### config.mk
export PLATFORM = sky130hd
export DESIGN_NAME = seq_detect_param
export DESIGN_NICKNAME = d
export VERILOG_FILES = /design/src/rtl/seq_detect_param.sv
export SDC_FILE = /design/constraint.sdc
export NUM_CORES = 1
export LEC_CHECK = 0
export BUFFER_PORTS_ARGS = -buffer_cell sky130_fd_sc_hd__buf_2
export CAP_MARGIN = 25
export CORE_ASPECT_RATIO = 0.7
export CORE_MARGIN = 2
export CORE_UTILIZATION = 50
export CTS_BUF_LIST = sky130_fd_sc_hd__clkbuf_4 sky130_fd_sc_hd__clkbuf_8
export CTS_CLUSTER_SIZE = 16
export DETAILED_ROUTE_END_ITERATION = 10
export PLACE_DENSITY = 0.71
export SLEW_MARGIN = 10
export SYNTH_ARGS = -nofsm -noshare
export SYNTH_HDL_FRONTEND = slang
export SYNTH_SLANG_ARGS = --single-unit
### constraint.sdc
create_clock -name clk -period 4.5 [get_ports clk]
set_input_delay 0.9 -clock clk [delete_from_list [all_inputs] [get_ports clk]]
set_output_delay 0.9 -clock clk [all_outputs]
set_load 0.05 [all_outputs]
### src/rtl/seq_detect_param.sv
`default_nettype none
// ============================================================================
// Module   : seq_detect_param
// Purpose  : Serial sequence detector. A start pulse captures a switch word
//            and a target pattern. The word is then shifted out LSB-first at
//            one bit per TICK_DIV clocks, and every occurrence of the pattern
//            is counted, in overlapping or non-overlapping mode.
// Revision : 1.0 - initial release
// ============================================================================
module seq_detect_param #(
  parameter int DATA_W   = 8,
  parameter int PAT_W    = 5,
  parameter int TICK_DIV = 50_000_000,
  parameter int OVERLAP  = 1,
  parameter int CNT_W    = $clog2(DATA_W - PAT_W + 2)
) (
  input  logic                        clk,
  input  logic                        rst_n,
  input  logic                        start,
  input  logic [DATA_W-1:0]           data_in,
  input  logic [PAT_W-1:0]            pattern,
  output logic                        busy,
  output logic                        done,
  output logic                        match,
  output logic [CNT_W-1:0]            match_cnt,
  output logic                        led,
  output logic [$clog2(DATA_W)-1:0]   bit_idx
);

  localparam int c_idx_w  = $clog2(DATA_W);
  localparam int c_tick_w = (TICK_DIV > 1) ? $clog2(TICK_DIV) : 1;
  localparam int c_fill_w = $clog2(PAT_W + 1);

  localparam logic [c_tick_w-1:0] c_tick_last = c_tick_w'(TICK_DIV - 1);
  localparam logic [c_idx_w-1:0]  c_idx_last  = c_idx_w'(DATA_W - 1);
  localparam logic [c_fill_w-1:0] c_fill_max  = c_fill_w'(PAT_W);
  localparam logic [c_fill_w-1:0] c_fill_need = c_fill_w'(PAT_W - 1);

  typedef enum logic [1:0] {
    S_IDLE  = 2'd0,
    S_SHIFT = 2'd1,
    S_DONE  = 2'd2
  } state_t;

  state_t               r_state;
  state_t               w_state_next;

  logic [DATA_W-1:0]    r_data;
  logic [PAT_W-1:0]     r_pat;
  logic [PAT_W-2:0]     r_hist;      // the PAT_W-1 most recent bits, newest in bit 0
  logic [c_fill_w-1:0]  r_fill;      // valid bits in r_hist, saturates at PAT_W
  logic [c_idx_w-1:0]   r_bit_idx;
  logic [c_tick_w-1:0]  r_tick;
  logic [CNT_W-1:0]     r_match_cnt;
  logic                 r_match;
  logic                 r_led;

  logic                 w_consume;
  logic                 w_bit;
  logic [PAT_W-1:0]     w_window;
  logic                 w_hit;
  logic                 w_last;

  // Bit consumption strobe and match decode for the bit being consumed
  always_comb begin
    w_consume = (r_state == S_SHIFT) && (r_tick == c_tick_last);
    w_bit     = r_data[r_bit_idx];
    w_window  = {r_hist, w_bit};
    w_hit     = w_consume && (r_fill >= c_fill_need) && (w_window == r_pat);
    w_last    = (r_bit_idx == c_idx_last);
  end

  // State register
  always_ff @(posedge clk or negedge rst_n) begin
    if (!rst_n) begin
      r_state <= S_IDLE;
    end else begin
      r_state <= w_state_next;
    end
  end

  // Next-state logic; start restarts the run from any state
  always_comb begin
    w_state_next = r_state;
    case (r_state)
      S_IDLE: begin
        if (start) w_state_next = S_SHIFT;
      end
      S_SHIFT: begin
        if (start)                  w_state_next = S_SHIFT;
        else if (w_consume && w_last) w_state_next = S_DONE;
      end
      S_DONE: begin
        w_state_next = start ? S_SHIFT : S_IDLE;
      end
      default: w_state_next = S_IDLE;
    endcase
  end

  // Datapath: capture on start, otherwise tick and consume bits while shifting
  always_ff @(posedge clk or negedge rst_n) begin
    if (!rst_n) begin
      r_data      <= '0;
      r_pat       <= '0;
      r_hist      <= '0;
      r_fill      <= '0;
      r_bit_idx   <= '0;
      r_tick      <= '0;
      r_match_cnt <= '0;
      r_match     <= 1'b0;
      r_led       <= 1'b0;
    end else begin
      r_match <= 1'b0;
      if (start) begin
        // A start coincident with a consumption edge discards that bit.
        r_data      <= data_in;
        r_pat       <= pattern;
        r_hist      <= '0;
        r_fill      <= '0;
        r_bit_idx   <= '0;
        r_tick      <= '0;
        r_match_cnt <= '0;
        r_led       <= 1'b0;
      end else if (r_state == S_SHIFT) begin
        if (w_consume) begin
          r_tick    <= '0;
          r_bit_idx <= r_bit_idx + c_idx_w'(1);
          if (w_hit) begin
            r_match     <= 1'b1;
            r_match_cnt <= r_match_cnt + CNT_W'(1);
            r_led       <= 1'b1;
          end
          if (w_hit && (OVERLAP == 0)) begin
            // Non-overlapping: a match consumes its bits, history restarts.
            r_hist <= '0;
            r_fill <= '0;
          end else begin
            r_hist <= w_window[PAT_W-2:0];
            r_fill <= (r_fill == c_fill_max) ? r_fill : r_fill + c_fill_w'(1);
          end
        end else begin
          r_tick <= r_tick + c_tick_w'(1);
        end
      end
    end
  end

  assign busy      = (r_state == S_SHIFT);
  assign done      = (r_state == S_DONE);
  assign match     = r_match;
  assign match_cnt = r_match_cnt;
  assign led       = r_led;
  assign bit_idx   = r_bit_idx;

endmodule
`default_nettype wire

# Word-level counts from Yosys, hierarchy flattened

Cells that the tools add are included.
Widths: inputs -> output; s select.

Add/sub/neg operators: 4
Equal/unequal tests: 9
Multiplexer cells: 32
Reduce and logical (&&, ||, !) cells: 12
$lt $le $gt $ge: 2

Operators with widths:

| operator              | count |
|---|---|
| $mux 26               | 3 |
| $mux 3                | 11 |
| $add 26x1->26 const B | 1 |
| $eq 26x26->1 const B  | 1 |
| $mux 4                | 3 |
| $mux 1                | 10 |
| $add 3x1->3 const B   | 3 |
| $eq 3x3->1 const B    | 2 |
| $mux 2                | 3 |
| $pmux 2 s3            | 1 |
| $reduce_and 3->1      | 2 |
| $reduce_bool 2->1     | 3 |
| $eq 5x5->1            | 1 |
| $logic_and 1x1->1     | 4 |
| $lt 3x4->1 const B    | 1 |
| $ne 2x2->1 const B    | 2 |
| $reduce_and 2->1      | 2 |
| $bmux 1 s3            | 1 |
| $ge 3x3->1 const B    | 1 |
| $ne 3x2->1 const B    | 1 |
| $eq 2x1->1 const B    | 1 |
| $eq 2x2->1 const B    | 1 |
| $logic_not 2->1       | 1 |

Register bits: 56
Input port bits: 16

# Depth between registers and ports, before layout

Gate-level depths: netlist (run 1).

Word-level depth: 8
Gate-level depth with buffers: 7
Gate-level depth less buffers: 6

# Worst setup path before layout (run 1)

OpenSTA, ideal clock, no wires.

Path kind: register -> register
Start point: reg r_bit_idx[0] (netlist: bit_idx[0])
End point: reg r_match_cnt[2] (netlist: match_cnt[2])
Cell stages (with the launch flop): 7
Path slack: 2.214 ns
Setup time: 0.078 ns
Arrival time: 2.208 ns
Period minus slack after synthesis: 2.286 ns
Path buffers: 1
Path through: dfrtp_1 -> buf_6 -> mux2i_1 -> mux4_2 -> xnor2_2 -> or4_1 -> a21oi_1

Cells in the longest elaborated chain, start to end: 6

Ends and longest elaborated chain:

| what                         | RTL line | text |
|---|---|---|
| start, declared              | 52       | `logic [c_idx_w-1:0] r_bit_idx;` |
| start signal, assigned       | 127      | `r_bit_idx <= r_bit_idx + c_idx_w'(1);` |
| $bmux 1 s3                   | 67       | `w_bit = r_data[r_bit_idx];` |
| $mux 1 (not written as such) | 67       |  |
| $eq 5x5->1                   | 69       | `w_hit = w_consume && (r_fill >= c_fill_need) && (w_window == r_pat);` |
| $logic_and 1x1->1            | 69       |  |
| $reduce_bool 2->1 (no line)  | n/a      |  |
| $reduce_and 3->1 (no line)   | n/a      |  |
| end signal, assigned         | 130      | `r_match_cnt <= r_match_cnt + CNT_W'(1);` |
| end, declared                | 54       | `logic [CNT_W-1:0] r_match_cnt;` |

Every way passes these cells. The select of a mux whose other input is x is not followed.
A chain may end at the register's enable or synchronous reset.

# Worst setup path after layout (run 1)

Start point: reg r_state[0]
End point: out busy

Cells in the longest elaborated chain, start to end: 1

Ends and longest elaborated chain:

| what                   | RTL line | text |
|---|---|---|
| start, declared        | 45       | `state_t r_state;` |
| start signal, assigned | 78       | `r_state <= w_state_next;` |
| $eq 2x1->1             | 148      | `assign busy = (r_state == S_SHIFT);` |
| end, declared          | 22       | `output logic busy,` |

Every way passes these cells.

==> results of run 1 <==
-- critical path, stage by stage (launching register included) --
cell and delay [ns]:
dfrtp_1 0.43, nand2b_1 0.32, clkinv_1 0.34, buf_2 0.31
-- flip-flops by register name (all words and copies together) (netlist names) --
register / cells
r_pat: 5
led: 1
match: 1
r_hist: 4
r_state: 2
bit_idx: 3
r_fill: 3
r_tick: 26
r_data: 8
match_cnt: 3
-- final cells by class --
| type | instances | area share, % |
|---|---|---|
| timing repair buffer | 27 | 4.328 |
| sequential | 56 | 43.28 |
| multi-input combinational | 201 | 45.83 |
| clock inverter | 3 | 0.7342 |
| tap | 75 | 2.898 |
| inverter | 7 | 0.8114 |
| clock buffer | 5 | 2.125 |
-- cell families after synthesis --
kind of cell    Yosys count
simple gates            115
flops                    56
compound gates           37
xor+xnor                 23
mux                      20
buf+inv                  19
fa+ha+maj                 6
-- power groups by stage --
stage          sequential (uW)  clock [uW]  combinational (uW)
5_1_grt                    533         316                74.9
3_5_place_dp               540           0                67.6
4_1_cts                    530         290                67.9
6_report                   530         285                66.4
3_3_place_gp               539           0                66.1
2_1_floorplan              536           0                42.6
-- layout by cell type (no fill, tap or decap), types with 3 or more instances in the layout --
master	instances
and2_1	4
nand2_1	21
nor4_1	5
or3_1	6
inv_1	6
o21ai_0	5
and4_1	3
nand4_1	5
nand2b_1	4
mux2_2	13
buf_2	25
xnor2_1	14
xor2_1	8
dfrtp_1	56
mux2i_1	6
nand3_1	13
nor2_1	21
nor3_1	13
clkbuf_8	5
ha_1	6
a21oi_1	19
-- metrics by stage --
stage	instance area (sq um)	util (%)	hold slack [ns]	worst slack, ns
3_5_place_dp	3146	54.93	0.4638	1.934
4_1_cts	3238	56.54	0.4763	1.892
5_1_grt	3238	56.54	0.5220	1.697
6_report	3238	56.54	0.4730	1.880
3_3_place_gp	3146	54.93	0.4540	1.966
2_1_floorplan	2970	-	0.4366	2.214
-- how the worst max path moves through the flow --
stage | from | end | slack [ns] | depth (start not counted)
5_1_grt | r_tick[0]$_DFFE_PN0P_ | r_tick[7]$_DFFE_PN0P_ | 1.70 | 6
6_report | r_state[0]$_DFFE_PN0P_ | busy | 1.88 | 3
3_3_place_gp | r_tick[0]$_DFFE_PN0P_ | r_tick[7]$_DFFE_PN0P_ | 1.97 | 6
4_1_cts | r_state[0]$_DFFE_PN0P_ | busy | 1.89 | 3
3_5_place_dp | r_tick[0]$_DFFE_PN0P_ | r_tick[7]$_DFFE_PN0P_ | 1.93 | 6
2_1_floorplan | bit_idx[0]$_DFFE_PN0P_ | match_cnt[2]$_DFFE_PN0P_ | 2.21 | 6
-- metal layers --
layer / vias to the layer above / GRT usage [%] / wire length, um
met5: - / 0 / 0
met4: 0 / 7.143 / 75
met3: 7 / 4.075 / 260
met2: 38 / 26.48 / 2314
met1: 997 / 32.34 / 3143
li1: 1033 / - / -
==> results.py, run 1 <==
metrics = {
    "layout": {
        "layout-drive-gt1-share_pct": 21.74,
        "layoutNonFillerInstCount": 374,
        "final_nets": 320,
        "fillers": 476,
        "multiInputGateArea_sq_mm": 0.001484,
        "insertedDiodeCount": 0,
        "layout.area.seq_sq_mm": 0.001401,
        "syn2layout_area_growth_pct": 9.014,
    },
    "clock_network": {
        "h-tree-depth": 2,
        "clkTransAtPathRegs_ns": 0.11,
        "hold_buffers": 0,
        "post_cts_buffers": 0,
        "numCtsBuffers": 5,
        "cts_tree": "done",
        "clockBufferDepth": 2,
        "clockRootBuffer": "clkbuf_8",
        "ctsResizeCount": 0,
        "cts_sinks": 56,
        "clock_latency_ns": 0.32,
    },
    "floorplan": {
        "fp.dieH_um": 68.49,
        "core_sq_mm": 0.005727,
        "io_pins": 26,
        "die_w_um": 96.13,
        "initial_core_util_pct": 51.87,
        "die-area_sq_mm": 0.006583,
        "num_rows": 23,
    },
    "routing": {
        "routed_via_density": 5.548,
        "first_pass_iters": 5,
        "drt_iter0_markers": 99,
        "wirelength_um": 5794,
        "dr_total_vias": 2075,
        "ant_nets": 0,
        "wire_per_inst_um": 15.49,
        "drc": 0,
    },
    "synth": {
        "synth_top_family_by_area": "simple AND/OR/NAND/NOR gates",
        "synthMuxAreaShare_pct": 7.709,
        "avgSynthCellArea_sq_um": 10.76,
        "synth_fa_ha_area_share_pct": 2.527,
        "synth_xor_area_share_pct": 7.035,
        "ys_seq_area_share_pct": 47.18,
        "netlist_instances": 276,
        "ys_types": 54,
        "synth_compound_area_share_pct": 8.635,
        "yosysTopAreaCellShare_pct": 47.18,
        "synth_ff_type": "dfrtp_1",
        "synthTopCellsByCount": "dfrtp_1, nand2_1, nor2_1",
        "synth.most_common_cell": "dfrtp_1",
        "synth_edf_count": 0,
        "syn-num-nets": 298,
        "async_flop_share_pct": 100.0,
        "netlist_area_sq_mm": 0.002970,
        "yosys.area.top_type": "dfrtp_1",
        "synth.area.top_cells": "dfrtp_1, mux2_2, xnor2_1",
        "ys_ff_latch": 56,
        "synthSimpleGateAreaFrac_pct": 24.05,
        "yosys_warnings": 0,
    },
    "setup_path": {
        "worstPathArrival_ns": 1.72,
        "r2r_start": "r_tick[0]$_DFFE_PN0P_",
        "crit_required_ns": 3.60,
        "reg2reg_to": "r_tick[7]$_DFFE_PN0P_",
        "reg2reg_slack_ns": 1.92,
        "path_max_fanout": 10,
        "reg2reg_depth": 6,
        "cp-end-kind": "primary output",
        "cp-start-kind": "register",
        "crit_type": "reg -> out",
    },
    "power_and_ir_drop": {
        "seqPwrFrac_pct": 60.2,
        "power_uw": 881.1,
        "p_clk_share_pct": 32.3,
        "share_comb_of_total_power_pct": 7.5,
        "internal_power_uw": 658.0,
        "p_per_area_mw_per_mm2": 272.1,
        "leakage_uw": 0.001365,
        "swShare_pct": 25.31,
        "p_switching_uw": 223.0,
        "ir_drop_v": 0.0001388,
    },
    "sta": {
        "hold_violations": 0,
        "worst_pin_slew_ns": 0.8867,
        "finalCriticalPeriod_ns": 2.620,
        "final_max_slew_viol_count": 0,
        "fin_setup_tns_ns": 0,
        "fin_skew_ns": 0.009754,
        "fmax_mhz": 381.6,
        "setup_viol": 0,
        "max-slew-margin-rel_pct": 40.89,
        "fin_crit_sh_pct": 58.23,
        "rsz0062_at_grt": "no",
    },
    "min_path": {
        "worstHoldPathType": "reg -> reg",
        "hp-start": "r_state[1]$_DFFE_PN0P_",
        "min_to": "r_state[0]$_DFFE_PN0P_",
        "holdPathStages": 1,
    },
    "placement": {
        "gp_congestion": 0.8540,
        "dpl.cell_count": 366,
        "dp_hpwl_um": 4048,
        "io_buffer_count": 25,
    },
    "run": {
        "drv_cap": 0,
    },
    "global_route": {
        "grt_pass1_wl_um": 9811,
        "antenna_found_initial": 0,
        "grt_max_degree": 57,
        "grt_pass1_vias": 1916,
        "overflow": 0,
        "grt_util_all_layers_pct": 20.19,
    },
    "run_status": {
        "status": "complete, no violations",
    },
}
Note: power is estimated with default switching activity, not from simulation.
==> run 2, diff against run 1 <==
--- a/config.mk
+++ b/config.mk
@@ -13,7 +13,7 @@
 export CTS_BUF_LIST = sky130_fd_sc_hd__clkbuf_4 sky130_fd_sc_hd__clkbuf_8
 export CTS_CLUSTER_SIZE = 16
 export DETAILED_ROUTE_END_ITERATION = 10
-export PLACE_DENSITY = 0.71
+export PLACE_DENSITY = 0.73
 export SLEW_MARGIN = 10
 export SYNTH_ARGS = -nofsm -noshare
 export SYNTH_HDL_FRONTEND = slang
==> constraint.sdc (replaced) <==
create_clock -name clk -period 2.13 [get_ports clk]
set_input_delay 0.426 -clock clk [delete_from_list [all_inputs] [get_ports clk]]
set_output_delay 0.426 -clock clk [all_outputs]
set_load 0.05 [all_outputs]
==> run 2 against run 1 <==
Against the previous run: final area rose by 4.4%; first-iteration DRC count rose by 11%; largest cell class unchanged; sequential share of layout area fell by 1.8 points; clock skew fell by 0.0031 ns; core utilization rose by 2.5 points; global-route usage fell by 0.76 points; die area did not move; final cell count rose by 4.0%.
==> results.py, run 2 (synthesized netlist as in run 1, its figures left out) <==
metrics = {
    "layout": {
        "largest_registers": "r_tick: 26 flops, r_data: 8 flops, r_pat: 5 flops",
        "mostFrequentLayoutCells": "dfrtp_1, buf_2, nand2_1, nor2_1, a21oi_1",
        "fillers": 487,
        "regMostFlops": "r_tick",
        "final_area_sq_mm": 0.003381,
        "fin_util_pct": 59.03,
        "insertedDiodeCount": 0,
        "final_nets": 335,
        "syn2layout_area_growth_pct": 13.82,
        "final_common_cell": "dfrtp_1",
        "layout-drive-gt1-share_pct": 25.80,
        "largest_reg_flops": 26,
    },
    "sta": {
        "final_max_slew_viol_count": 0,
        "fmax_mhz": 488.3,
        "finalCriticalPeriod_ns": 2.048,
        "fin_crit_sh_pct": 96.14,
        "worst_pin_slew_ns": 0.5171,
        "max-slew-margin-rel_pct": 65.38,
        "hold_violations": 0,
        "setup_viol": 0,
        "whs_ns": 0.07385,
        "fin_skew_ns": 0.006672,
    },
    "clock_network": {
        "post_cts_buffers": 0,
        "clockRootBuffer": "clkbuf_8",
        "ctsResizeCount": 0,
        "clock_latency_ns": 0.31,
        "h-tree-depth": 2,
        "clkTransAtPathRegs_ns": 0.10,
        "hold_buffers": 0,
        "clockBufferDepth": 2,
        "cts_tree": "done",
        "numCtsBuffers": 5,
        "cts_sinks": 56,
    },
    "setup_path": {
        "crit_required_ns": 2.34,
        "crit_type": "reg -> reg",
        "r2r_start": "r_tick[0]$_DFFE_PN0P_",
        "worstPathArrival_ns": 2.26,
        "reg2reg_to": "r_tick[7]$_DFFE_PN0P_",
        "critPathLaunch": "r_tick[0]$_DFFE_PN0P_",
        "path_max_fanout": 6,
        "reg2reg_slack_ns": 0.08,
        "cp-start-kind": "register",
        "reg2reg_depth": 7,
        "cp-end-kind": "register",
    },
    "floorplan": {
        "die_w_um": 96.13,
        "initial_core_util_pct": 51.87,
        "die-area_sq_mm": 0.006583,
        "core_sq_mm": 0.005727,
        "num_rows": 23,
        "fp.dieH_um": 68.49,
        "io_pins": 26,
    },
    "global_route": {
        "grt_pass1_wl_um": 9660,
        "grt_util_all_layers_pct": 19.43,
        "grt_max_degree": 57,
        "grt_pass1_vias": 1921,
        "antenna_found_initial": 0,
        "overflow": 0,
    },
    "placement": {
        "dp_hpwl_um": 4124,
        "gp_congestion": 0.8719,
        "postPlaceCellArea_sq_mm": 0.003253,
        "io_buffer_count": 25,
    },
    "power_and_ir_drop": {
        "p_per_area_mw_per_mm2": 557.2,
        "power_uw": 1884,
        "leakage_uw": 0.001445,
        "ir_drop_v": 0.0003929,
    },
    "routing": {
        "drc": 0,
        "dr_total_vias": 2176,
        "wirelength_um": 5704,
        "wire_per_inst_um": 14.66,
        "drt_iter0_markers": 110,
        "first_pass_iters": 4,
        "routed_via_density": 5.594,
        "ant_nets": 0,
    },
    "min_path": {
        "worstHoldPathType": "in -> async",
    },
    "run_status": {
        "status": "complete, no violations",
    },
    "run": {
        "drv_cap": 0,
    },
}
==> run 2: cell count changes in the layout (fill, tap and decap cells not counted) <==
| cell | before | now |
|---|---|---|
| dfrtp_2 | 0 | 1 |
| buf_4 | 2 | 16 |
| clkbuf_8 | 5 | 6 |
| buf_12 | 0 | 1 |
| xnor2_4 | 0 | 1 |
| clkinv_4 | 1 | 0 |
| xnor2_2 | 1 | 0 |
| dfrtp_1 | 56 | 55 |
==> run 2: final cells by class <==
cell class                 count  area, sq um  share of cell area, %
multi-input combinational    201         1495                  44.23
sequential                    56         1403                  41.49
clock inverter                 2        15.01                 0.4441
inverter                       7        26.28                 0.7772
clock buffer                   6        82.58                  2.443
timing repair buffer          42        265.3                  7.846
tap                           75        93.84                  2.776
==> run 2: per-layer routing <==
layer / GRT usage (%) / vias to the layer above / share of wire (%)
met5: 0 / - / 0
met2: 25.35 / 53 / 42
met4: 5.357 / 0 / 1.1
met3: 3.634 / 5 / 5.0
met1: 31.88 / 1057 / 52
li1: - / 1061 / -
==> run 2: how the worst max path moves through the flow <==
stage / end / depth (start not counted)
after floorplan: match_cnt[2]$_DFFE_PN0P_ / 6
after global placement: r_tick[22]$_DFFE_PN0P_ / 6
after detailed placement: r_tick[22]$_DFFE_PN0P_ / 6
after CTS: r_tick[22]$_DFFE_PN0P_ / 6
after global routing: r_tick[7]$_DFFE_PN0P_ / 7
final: r_tick[7]$_DFFE_PN0P_ / 7
==> run 2: where the power goes <==
part / switching, uW / internal (uW)
Combinational: 80.1 / 76.9
Sequential: 24.6 / 1090
Clock: 343 / 264
Total: 448 / 1440
==> run 2: worst max-delay path, stage by stage (launching register included) <==
cell and delay (ns):
dfrtp_1 0.39, ha_1 0.19, nand3b_1 0.19, or3_4 0.43, o31ai_4 0.35, buf_4 0.19, nor4b_1 0.05, a21o_1 0.17
==> run 2: metrics by stage <==
stage / instances / TNS (ns) / setup WS [ns]
after global placement: 377 / 0 / 0.1435
after CTS: 385 / 0 / 0.03821
after detailed placement: 377 / 0 / 0.04952
after global routing: 389 / -0.02332 / -0.02332
final: 389 / 0 / 0.08222
after floorplan: 276 / 0 / 0.04566
